--- src/rtl/apu_pkg.sv ---
// Shared types and constants for the APU frame sequencer.
//   step_t         : 3-bit index into the 8-step frame sequence
//   apu_strobes_t  : bundle of the length/sweep/envelope strobes for fan-out
//   step_strobes() : strobes produced when a given step executes
package apu_pkg;

  localparam int unsigned STEP_W = 3;

  typedef logic [STEP_W-1:0] step_t;

  localparam step_t       STEP_ENV      = 3'd7;
  localparam logic [7:0]  STEP256_MASK  = 8'b0101_0101;
  localparam logic [7:0]  STEP128_MASK  = 8'b0100_0100;

  typedef struct packed {
    logic clk256;
    logic clk128;
    logic clk64;
  } apu_strobes_t;

  // Strobes raised when step s is executed.
  function automatic apu_strobes_t step_strobes(input step_t s);
    apu_strobes_t r;
    r.clk256 = STEP256_MASK[s];
    r.clk128 = STEP128_MASK[s];
    r.clk64  = (s == STEP_ENV);
    return r;
  endfunction

endpackage

--- src/rtl/apu_frame_sequencer_if.sv ---
// Signal bundle between the DIV/power logic, the frame sequencer and its consumers.
//   slow_clk_en, div_bit, apu_on        : sequencer inputs
//   clk256_en, clk128_en, clk64_en      : registered strobes
//   step, length_first_half             : next-step information
// modport slave  : the sequencer
// modport master : the environment driving it
interface apu_frame_sequencer_if;
  import apu_pkg::*;

  logic  slow_clk_en;
  logic  div_bit;
  logic  apu_on;
  logic  clk256_en;
  logic  clk128_en;
  logic  clk64_en;
  step_t step;
  logic  length_first_half;

  modport slave (
    input  slow_clk_en, div_bit, apu_on,
    output clk256_en, clk128_en, clk64_en, step, length_first_half
  );

  modport master (
    output slow_clk_en, div_bit, apu_on,
    input  clk256_en, clk128_en, clk64_en, step, length_first_half
  );

endinterface

--- src/rtl/apu_frame_tick_gen.sv ---
// 512 Hz tick source for the frame sequencer.
// Default build: falling-edge detector on div_bit, sampled on slow_clk_en cycles.
// With APU_FRAME_SEQ_INTERNAL_DIV_EN defined: a DIV_WIDTH-bit counter fires every
// TICK_DIV slow cycles while powered, and div_bit is ignored.
// Ports:
//   clk, reset_n    : clock, async active-low reset
//   i_slow_clk_en   : APU clock enable
//   i_div_bit       : selected DIV bit
//   i_apu_on        : APU power
//   o_tick_c        : single-cycle tick, qualified by slow_clk_en and apu_on
module apu_frame_tick_gen #(
  parameter int unsigned TICK_DIV  = 8192,
  parameter int unsigned DIV_WIDTH = 13
) (
  input  logic clk,
  input  logic reset_n,
  input  logic i_slow_clk_en,
  input  logic i_div_bit,
  input  logic i_apu_on,
  output logic o_tick_c
);

  // Divider must be wide enough to reach TICK_DIV-1.
  if (DIV_WIDTH < 32 && (32'd1 << DIV_WIDTH) < TICK_DIV) begin : g_div_width_check
    $error("apu_frame_tick_gen: DIV_WIDTH too small for TICK_DIV");
  end

`ifdef APU_FRAME_SEQ_INTERNAL_DIV_EN

  logic [DIV_WIDTH-1:0] r_div_cnt;
  logic                 w_wrap;
  logic                 w_unused_div_bit;

  assign w_unused_div_bit = i_div_bit;
  assign w_wrap           = (r_div_cnt == DIV_WIDTH'(TICK_DIV - 1));

  // Free-running divider, parked at 0 while powered off.
  always_ff @(posedge clk or negedge reset_n) begin
    if (!reset_n) begin
      r_div_cnt <= '0;
    end else if (!i_apu_on) begin
      r_div_cnt <= '0;
    end else if (i_slow_clk_en) begin
      r_div_cnt <= w_wrap ? '0 : r_div_cnt + DIV_WIDTH'(1);
    end
  end

  assign o_tick_c = i_slow_clk_en & i_apu_on & w_wrap;

`else

  logic r_div_prev;

  // Tracks div_bit even while powered off so power-up sees no false edge.
  always_ff @(posedge clk or negedge reset_n) begin
    if (!reset_n) begin
      r_div_prev <= 1'b0;
    end else if (i_slow_clk_en) begin
      r_div_prev <= i_div_bit;
    end
  end

  assign o_tick_c = i_slow_clk_en & i_apu_on & r_div_prev & ~i_div_bit;

`endif

endmodule

--- src/rtl/apu_frame_sequencer.sv ---
// APU frame sequencer: 8-step sequence advanced by 512 Hz ticks, producing the
// 256 Hz length, 128 Hz sweep and 64 Hz envelope strobes.
// Strobes are set on the tick's slow cycle and cleared at the end of the next
// slow cycle, so slow_clk_en & strobe gives exactly one event per tick.
// Optional macro: APU_FRAME_SEQ_INTERNAL_DIV_EN (internal divider replaces div_bit).
// Ports:
//   clk, reset_n : clock, async active-low reset
//   bus (slave)  : slow_clk_en/div_bit/apu_on in; strobes, step, length_first_half out
module apu_frame_sequencer
  import apu_pkg::*;
#(
  parameter int unsigned TICK_DIV  = 8192,
  parameter int unsigned DIV_WIDTH = 13
) (
  input  logic                  clk,
  input  logic                  reset_n,
  apu_frame_sequencer_if.slave  bus
);

  logic         w_tick;
  step_t        r_step;
  step_t        w_step_nxt;
  apu_strobes_t r_strobes;
  apu_strobes_t w_strobes_nxt;

  apu_frame_tick_gen #(
    .TICK_DIV  (TICK_DIV),
    .DIV_WIDTH (DIV_WIDTH)
  ) u_tick_gen (
    .clk           (clk),
    .reset_n       (reset_n),
    .i_slow_clk_en (bus.slow_clk_en),
    .i_div_bit     (bus.div_bit),
    .i_apu_on      (bus.apu_on),
    .o_tick_c      (w_tick)
  );

  // State register.
  always_ff @(posedge clk or negedge reset_n) begin
    if (!reset_n) begin
      r_step    <= '0;
      r_strobes <= '0;
    end else begin
      r_step    <= w_step_nxt;
      r_strobes <= w_strobes_nxt;
    end
  end

  // Next state: power-off overrides everything; a tick beats the pending clear.
  always_comb begin
    w_step_nxt    = r_step;
    w_strobes_nxt = r_strobes;
    if (!bus.apu_on) begin
      w_step_nxt    = '0;
      w_strobes_nxt = '0;
    end else if (bus.slow_clk_en) begin
      w_strobes_nxt = '0;
      if (w_tick) begin
        w_strobes_nxt = step_strobes(r_step);
        w_step_nxt    = r_step + STEP_W'(1);
      end
    end
  end

  // Outputs.
  always_comb begin
    bus.clk256_en         = r_strobes.clk256;
    bus.clk128_en         = r_strobes.clk128;
    bus.clk64_en          = r_strobes.clk64;
    bus.step              = r_step;
    bus.length_first_half = r_step[0];
  end

endmodule

--- src/flat_wrapper.sv ---
// flat-port wrapper written by rule: the top's interface ports become plain ports
module apu_frame_sequencer_flat import apu_pkg::*;
#(
  parameter int unsigned TICK_DIV  = 8192,
  parameter int unsigned DIV_WIDTH = 13
)
  (clk, reset_n, bus_slow_clk_en, bus_div_bit, bus_apu_on, bus_clk256_en, bus_clk128_en, bus_clk64_en, bus_step, bus_length_first_half);
  apu_frame_sequencer_if bus_i ();
  input  logic clk;
  input  logic reset_n;
  input wire logic [$bits(bus_i.slow_clk_en)-1:0] bus_slow_clk_en;
  input wire logic [$bits(bus_i.div_bit)-1:0] bus_div_bit;
  input wire logic [$bits(bus_i.apu_on)-1:0] bus_apu_on;
  output wire logic [$bits(bus_i.clk256_en)-1:0] bus_clk256_en;
  output wire logic [$bits(bus_i.clk128_en)-1:0] bus_clk128_en;
  output wire logic [$bits(bus_i.clk64_en)-1:0] bus_clk64_en;
  output wire logic [$bits(bus_i.step)-1:0] bus_step;
  output wire logic [$bits(bus_i.length_first_half)-1:0] bus_length_first_half;
  assign bus_i.slow_clk_en = bus_slow_clk_en;
  assign bus_i.div_bit = bus_div_bit;
  assign bus_i.apu_on = bus_apu_on;
  assign bus_clk256_en = bus_i.clk256_en;
  assign bus_clk128_en = bus_i.clk128_en;
  assign bus_clk64_en = bus_i.clk64_en;
  assign bus_step = bus_i.step;
  assign bus_length_first_half = bus_i.length_first_half;
  apu_frame_sequencer #(.TICK_DIV(TICK_DIV), .DIV_WIDTH(DIV_WIDTH)) u_core (.clk(clk), .reset_n(reset_n), .bus(bus_i));
endmodule
--- config.mk ---
export PLATFORM = sky130hd
export DESIGN_NAME = apu_frame_sequencer_flat
export DESIGN_NICKNAME = d
export VERILOG_FILES = /design/src/rtl/apu_pkg.sv /design/src/rtl/apu_frame_sequencer_if.sv /design/src/rtl/apu_frame_tick_gen.sv /design/src/rtl/apu_frame_sequencer.sv /design/src/flat_wrapper.sv
export SDC_FILE = /design/constraint.sdc
export NUM_CORES = 1
export LEC_CHECK = 0
export BUFFER_PORTS_ARGS = -buffer_cell sky130_fd_sc_hd__clkbuf_2
export CAP_MARGIN = 20
export CORE_AREA = 2 2 39 41
export DETAILED_ROUTE_END_ITERATION = 8
export DIE_AREA = 0 0 41 43
export PLACE_DENSITY = 0.52
export RECOVER_POWER = 100
export SLEW_MARGIN = 20
export SYNTH_ARGS = -nofsm -noshare
export SYNTH_HDL_FRONTEND = slang
export SYNTH_SLANG_ARGS = --single-unit
--- constraint.sdc ---
create_clock -name clk -period 2.42 [get_ports clk]
set_input_delay 0.121 -clock clk [delete_from_list [all_inputs] [get_ports clk]]
set_output_delay 0.121 -clock clk [all_outputs]
set_load 0.02 [all_outputs]
==> qor.yml, run 1 <==
status: "finished clean"
synth_ff_type: "dfrtp_1"
startpoint_type: "flop"
grtUsageTotal_pct: 9.38
grt_pass1_vias: 246
synth_top_area_share_pct: 45.3
grt_start_max_net_pins: 10
synth_enable_flop_cells: 0
end_kind: "flop"
clock_path_buffers: 2
arrival_ns: 1.34
yosysWarnings: 0
fin_hold_ws_ns: 0.151
synth.area.top_cells: "dfrtp_1 45%, ha_1 9.7%, mux2i_1 7.8%"
drv_slew: 0
netlist_top_cells_count: "7 x dfrtp_1, 4 x nand2_1, 3 x ha_1, 3 x mux2i_1, 3 x nand2b_1"
insertion_delay_ns: 0.25
postRouteAntennaNets: 0
synthesis.nets: 41
cts_tree: "done"
p_leak_nw: 0.215
die_y_um: 43
drv_cap: 0
final.period_utilization_pct: 48.4
cts_setup_buffers: 0
cts_hold_buf: 1
path_cells: "ha_1 > ha_1 > nand2_1 > mux2i_1"
wirelength_um: 697
min_period_ns: 1.17
final_nets: 56
grt_overflow: 0
power.density_cell_area_nw_per_um2: 554
numCtsBuffers: 3
diodes: 0
crit_fanout: 7
syn_area_um2: 387
crit_path_frequent_cell: "ha_1"
wl_met3_um: 83
wl_per_cell_um: 11.1
die_x_um: 41
dieArea_um2: 1760
numClockSinks: 7
htree_levels: 1
num_io_pins: 12
synthCells: 33
rsz0062_at_grt: "no"
cts_resized: 0
max_stage_delay_ns: 0.43
hold_viol: 0
syn_area_per_cell_um2: 11.7
tns_ns: 0
root_buffer: "clkbuf_4"
synth_top_area_cell: "dfrtp_1"
port_buffers: 11
synth-seq-cells: 7
place_hpwl_um: 522
rows: 14
fmax_ghz: 0.854
finalClockSkew_ns: 0.00477
fillers: 152
first_pass_iters: 2
yosysUniqueCellTypes: 16
gp_congestion: 0.652
path_clk_slew_ns: 0.05
cp.required_ns: 2.59
viasPerCell: 4.22
slew_headroom_pct: 72.9
seq_area_frac_synth_pct: 45.3
core_area_um2: 1380
highest_layer: "met3"
grt_pass1_wl_um: 1050
post-synth-top-count-cell: "dfrtp_1"
ir_drop_mv: 0.276
grt_antenna_before_repair: 0
drt-initial-drc-count: 3
setup_viol: 0
drive_gt1_share_pct: 17.0
wl_met1_um: 324
crit_path_top_delay_cell: "dfrtp_1"
hold_path.class: "in -> reg"
met2_length_um: 289
initial_core_util_pct: 27.9
path_class: "reg -> reg"
drc: 0
synth-async-reset-ratio_pct: 100
tightest_slew_ns: 0.406
syn_to_final_growth_pct: 21.4
vias: 266
[final timing paths]
| kind | startpoint | to | slack (ns) | cells past startpoint |
|---|---|---|---|---|
| setup / recovery | u_core.bus.step[0] | u_core.bus.step[2] | 1.25 | 4 |
| setup reg to reg | u_core.bus.step[0] | u_core.bus.step[2] | 1.25 | 4 |
| min in group asynchronous | reset_n | u_core.u_tick_gen.r_div_prev | 0.31 | 2 |
| max in group asynchronous | reset_n | u_core.bus.step[0] | 1.83 | 2 |
| hold / removal | bus_div_bit | u_core.u_tick_gen.r_div_prev | 0.15 | 2 |
| hold reg to reg | u_core.bus.clk128_en | u_core.bus.clk128_en | 0.55 | 2 |
[cells in the final DEF, fill, tap and decap left out]
cell type / count
a21boi_0: 2
and2b_1: 1
and3b_1: 1
and4bb_2: 1
clkbuf_1: 9
clkbuf_2: 3
clkbuf_4: 3
dfrtp_1: 7
dlygate4sd3_1: 1
ha_1: 3
inv_1: 1
mux2_2: 1
mux2i_1: 3
nand2_1: 4
nand2b_1: 3
nand4b_1: 2
o21a_1: 1
or2b_1: 1
[cell type report]
| class | instances | area [um^2] | share of cell area [%] |
|---|---|---|---|
| clock buffers | 4 | 26.3 | 5.60 |
| multi-input cells | 23 | 189 | 40.3 |
| well taps | 16 | 20.0 | 4.27 |
| repair buffers | 12 | 55.1 | 11.7 |
| inverters | 1 | 3.75 | 0.800 |
| flip-flops and latches | 7 | 175 | 37.3 |
[registers in the layout, summed over array words and instances (netlist names)]
signal,count
u_core.bus.step,3
u_core.bus.clk64_en,1
u_core.u_tick_gen.r_div_prev,1
u_core.bus.clk128_en,1
u_core.bus.clk256_en,1
[kinds of logic after synthesis]
kind of cell | count (synthesis) | share of synthesized area (%)
multiplexers | 4 | 10.7
flip-flops | 7 | 45.3
AND/OR/NAND/NOR | 13 | 22.7
adder cells (fa/ha/maj) | 3 | 9.71
AO/OA/AOI/OAI | 3 | 5.82
buffers and inverters | 3 | 5.82
[per-layer routing]
metal  vias to the layer above  track usage [%]
met5                         -                0
met4                         0                0
met3                         0             10.5
li1                        139                -
met1                       115             11.4
met2                        12             11.9
[per-stage QoR]
step / cells / total power [W] / utilization (%) / area [um^2] / worst slack (ns)
detailed placement: 58 / 0.000156 / 32.0 / 443 / 1.24
CTS: 63 / 0.000267 / 34.6 / 479 / 1.24
floorplan: 33 / 0.000146 / - / 387 / 1.21
finish: 63 / 0.000260 / 33.9 / 469 / 1.25
global placement: 58 / 0.000156 / 32.0 / 443 / 1.26
global route: 63 / 0.000279 / 33.9 / 469 / 1.18
[critical path: cells and delay by family (launching register included)]
| family | cells | cell delay, ns |
|---|---|---|
| fa+ha+maj | 2 | 0.50 |
| flops | 1 | 0.43 |
| mux | 1 | 0.12 |
| simple gates | 1 | 0.05 |
[report_power, final]
group	internal, W	switching, W
registers	0.000121	0.00000405
logic	0.0000130	0.0000158
clock network	0.0000629	0.0000429
(Power assumes the default switching activity.)
==> run 2, diff against run 1 <==
PLACE_DENSITY = 0.54   (was 0.52)
clock period = 1 ns   (was 2.42 ns; I/O delays follow)
==> qor.yml, run 2 (synthesized netlist as in run 1, its figures left out) <==
status: "complete, but fails checks"
violations: "setup timing"
wl_met3_um: 51
worstRegToRegCells: 4
drc: 0
rsz0062_at_grt: "yes"
fmax_ghz: 0.923
dieArea_um2: 1760
num_io_pins: 12
path_clk_slew_ns: 0.06
p_sw_w: 0.000170
insertion_delay_ns: 0.25
final.period_utilization_pct: 108
timing.rr.end: "u_core.bus.step[2]"
grtUsageTotal_pct: 11.1
postRouteAntennaNets: 0
r2r_start: "u_core.bus.step[1]"
p_leak_nw: 0.241
met2_length_um: 355
setup_viol: 4
die_y_um: 43
rows: 14
initial_core_util_pct: 27.9
clock_path_buffers: 2
numClockSinks: 7
pwr-share-comb_pct: 14.3
final_cell_mix: "5 x clkbuf_1, 5 x dfrtp_1, 4 x clkbuf_2"
drv_slew: 0
reg2reg_slack_ns: -0.08
drv_cap: 0
fin_cells: 65
wirelength_um: 779
hold_path.class: "in -> reg"
tns_ns: -0.176
cts_tree: "done"
gp_congestion: 0.602
slew_headroom_pct: 73.3
grt_antenna_before_repair: 0
arrival_ns: 1.27
wl_met1_um: 372
port_buffers: 11
grt_overflow: 0
viasPerCell: 4.55
grt_pass1_wl_um: 1250
vias: 296
path_class: "reg -> reg"
min_to: "u_core.u_tick_gen.r_div_prev"
min-delay-start: "bus_div_bit"
root_buffer: "clkbuf_4"
hold_viol: 0
crit_fanout: 3
drive_gt1_share_pct: 40.8
die_x_um: 41
drt-initial-drc-count: 3
tightest_slew_ns: 0.400
htree_levels: 1
numCtsBuffers: 3
place_hpwl_um: 531
diodes: 0
hold_depth: 2
startpoint_type: "flop"
final_nets: 58
end_kind: "flop"
core_area_um2: 1380
intPower_w: 0.000496
layout_setup_ws_ns: -0.0834
ir_drop_mv: 0.536
power.density_cell_area_nw_per_um2: 1210
first_pass_iters: 2
syn_to_final_growth_pct: 42.7
cp.required_ns: 1.18
wl_per_cell_um: 12.0
largest_reg_flops: 3
highest_layer: "met3"
grt_pass1_vias: 297
swShare_pct: 25.5
min_period_ns: 1.08
dp.cells: 60
fillers: 150
finalClockSkew_ns: 0.00836
grt_start_max_net_pins: 10
clock_power_share_pct: 40.2
seq_power_share_pct: 45.6
run 2: layer usage:
layer	vias to the layer above	global-route usage, %
li1	145	-
met1	142	14.2
met2	9	13.8
met3	0	6.81
met4	0	6.00
met5	-	0
run 2: worst max path at each step:
stage,start,end
3_5_place_dp,u_core.bus.step[1],u_core.bus.step[2]
2_1_floorplan,u_core.bus.step[0],u_core.bus.step[2]
5_1_grt,u_core.bus.step[1],u_core.bus.step[2]
4_1_cts,u_core.bus.step[1],u_core.bus.step[2]
3_3_place_gp,u_core.bus.step[1],u_core.bus.step[2]
6_report,u_core.bus.step[1],u_core.bus.step[2]
run 2: timing repair:
item | CTS | global route
hold endpoints to repair | 7 | 0
buffers inserted | 0 | 0
resized for setup | 6 | 6
endpoints found under the setup margin | 6 | 9
pin swaps | 1 | 3
hold buffers | 1 | 0
run 2: power groups by stage:
stage          Sequential (W)  Combinational, W  Clock [W]
2_1_floorplan        0.000315         0.0000398          0
3_3_place_gp         0.000307         0.0000785          0
3_5_place_dp         0.000308         0.0000788          0
4_1_cts              0.000303         0.0000922   0.000274
5_1_grt              0.000304          0.000105   0.000302
6_report             0.000303         0.0000951   0.000267
run 2: cell type report:
type                    instances  area [um^2]  share of cell area [%]
multi-input cells              23          216                    39.2
flip-flops and latches          7          178                    32.2
clock buffers                   4         26.3                    4.76
repair buffers                 14          108                    19.5
well taps                      16         20.0                    3.63
inverters                       1         3.75                   0.680
run 2: per-stage QoR:
stage | worst slack [ns] | utilization, % | total power [W] | hold slack, ns | instance area, um^2
finish | -0.0834 | 39.9 | 0.000666 | 0.0936 | 552
global route | -0.142 | 39.9 | 0.000711 | 0.0797 | 552
CTS | -0.0839 | 39.6 | 0.000669 | 0.0834 | 548
detailed placement | -0.0749 | 35.1 | 0.000387 | -0.0953 | 485
global placement | -0.0519 | 35.1 | 0.000386 | -0.0970 | 485
floorplan | -0.113 | - | 0.000354 | -0.246 | 414
run 2: critical path, stage by stage (launching register included):
cell,delay (ns)
dfrtp_2,0.43
ha_4,0.17
ha_4,0.25
nand2_2,0.04
mux2i_1,0.12
==> run 3, diff against run 2 <==
CELL_PAD_IN_SITES_DETAIL_PLACEMENT = 1   (was not set)
CELL_PAD_IN_SITES_GLOBAL_PLACEMENT = 1   (was not set)
PLACE_DENSITY = 0.66   (was 0.54)
==> qor.yml, run 3 (synthesized netlist as in run 1, its figures left out) <==
status: "complete, but fails checks"
violations: "setup timing"
grt_overflow: 0
viasPerCell: 4.65
drive_gt1_share_pct: 38.8
min_period_ns: 1.08
htree_levels: 1
power.density_cell_area_nw_per_um2: 1190
grt_pass1_wl_um: 1210
path_class: "reg -> reg"
die_x_um: 41
insertion_delay_ns: 0.24
drc: 0
grt_pass1_vias: 300
root_buffer: "clkbuf_4"
hold_viol: 0
drt-initial-drc-count: 0
startpoint_type: "flop"
numCtsBuffers: 3
arrival_ns: 1.25
end_kind: "flop"
cts_tree: "done"
slew_headroom_pct: 72.3
final_nets: 58
gp_congestion: 0.730
fin_hold_ws_ns: 0.109
final.period_utilization_pct: 108
fin_cells: 65
wl_per_cell_um: 12.2
grt_antenna_before_repair: 0
setup_viol: 7
drv_slew: 0
fmax_ghz: 0.923
p_leak_nw: 0.240
largest_reg_flops: 3
dp.cells: 60
rsz0062_at_grt: "yes"
num_io_pins: 12
diodes: 0
postRouteAntennaNets: 0
cts_setup_buffers: 0
vias: 302
hold_path.class: "in -> reg"
finalClockSkew_ns: 0.00223
core_area_um2: 1380
syn_to_final_growth_pct: 41.1
dieArea_um2: 1760
power.total_w: 0.000648
first_pass_iters: 1
crit_fanout: 3
clock_path_buffers: 2
dpl_worst_slack_ns: -0.0894
drv_cap: 0
final_cell_mix: "5 x clkbuf_1, 5 x dfrtp_1, 4 x clkbuf_2"
tightest_slew_ns: 0.416
rows: 14
cp.required_ns: 1.17
wirelength_um: 795
placed_area_um2: 485
ir_drop_mv: 0.501
port_buffers: 11
initial_core_util_pct: 27.9
die_y_um: 43
numClockSinks: 7
grt_start_max_net_pins: 10
layout_setup_ws_ns: -0.0835
path_clk_slew_ns: 0.05
fin_area_um2: 546
grtUsageTotal_pct: 10.5
-- run 3: cell count changes in the layout (fill, tap and decap cells not counted), sizes merged --
cell and delta:
buf -2, clkbuf +2
-- run 3: final timing paths --
check	startpoint	endpoint	slack (ns)	depth (start not counted)
min	bus_div_bit	u_core.u_tick_gen.r_div_prev	0.11	2
max	u_core.bus.step[1]	u_core.bus.step[2]	-0.08	4
max in group asynchronous	reset_n	u_core.bus.step[0]	0.44	2
min reg2reg	u_core.bus.clk64_en	u_core.bus.clk64_en	0.54	2
min in group asynchronous	reset_n	u_core.bus.clk64_en	0.24	2
max reg2reg	u_core.bus.step[1]	u_core.bus.step[2]	-0.08	4
-- run 3: area by class of cell --
type | instances | area (um^2)
clock buffer | 4 | 26.3
fill | 162 | 838
inverter | 1 | 3.75
multi-input combinational | 23 | 216
sequential | 7 | 178
tap | 16 | 20.0
timing repair buffer | 14 | 101
-- run 3: per-stage QoR --
stage	setup TNS, ns	util [%]
global route	-0.574	39.4
detailed placement	-0.142	35.1
CTS	-0.335	39.8
finish	-0.231	39.4
floorplan	-0.258	-
global placement	-0.0665	35.1
-- run 3: where the power goes --
group          internal, W  leakage (nW)   total, W  switching [W]
Clock             0.000152        0.0150   0.000254       0.000102
Sequential        0.000293        0.0916   0.000304      0.0000103
Combinational    0.0000462         0.133  0.0000906      0.0000444
-- run 3: timing repair --
item | in CTS | in global routing
hold buffers | 1 | 0
gates resized for setup | 8 | 0
endpoints found under the setup margin | 7 | 9
pin swaps | 1 | 1
hold endpoints to repair | 7 | 0
-- run 3: metal layers --
layer | vias to the layer above | part of all wire, % | GRT usage (%)
li1 | 144 | - | -
met1 | 148 | 41 | 11.2
met2 | 10 | 52 | 16.9
met3 | 0 | 7.3 | 3.66
met4 | 0 | 0 | 6.00
met5 | - | 0 | 0
-- run 3: critical path, cell delays in order (launching register included) --
cell and delay [ns]:
dfrtp_2 0.43, ha_4 0.17, ha_4 0.25, nand2_2 0.04
mux2i_1 0.12
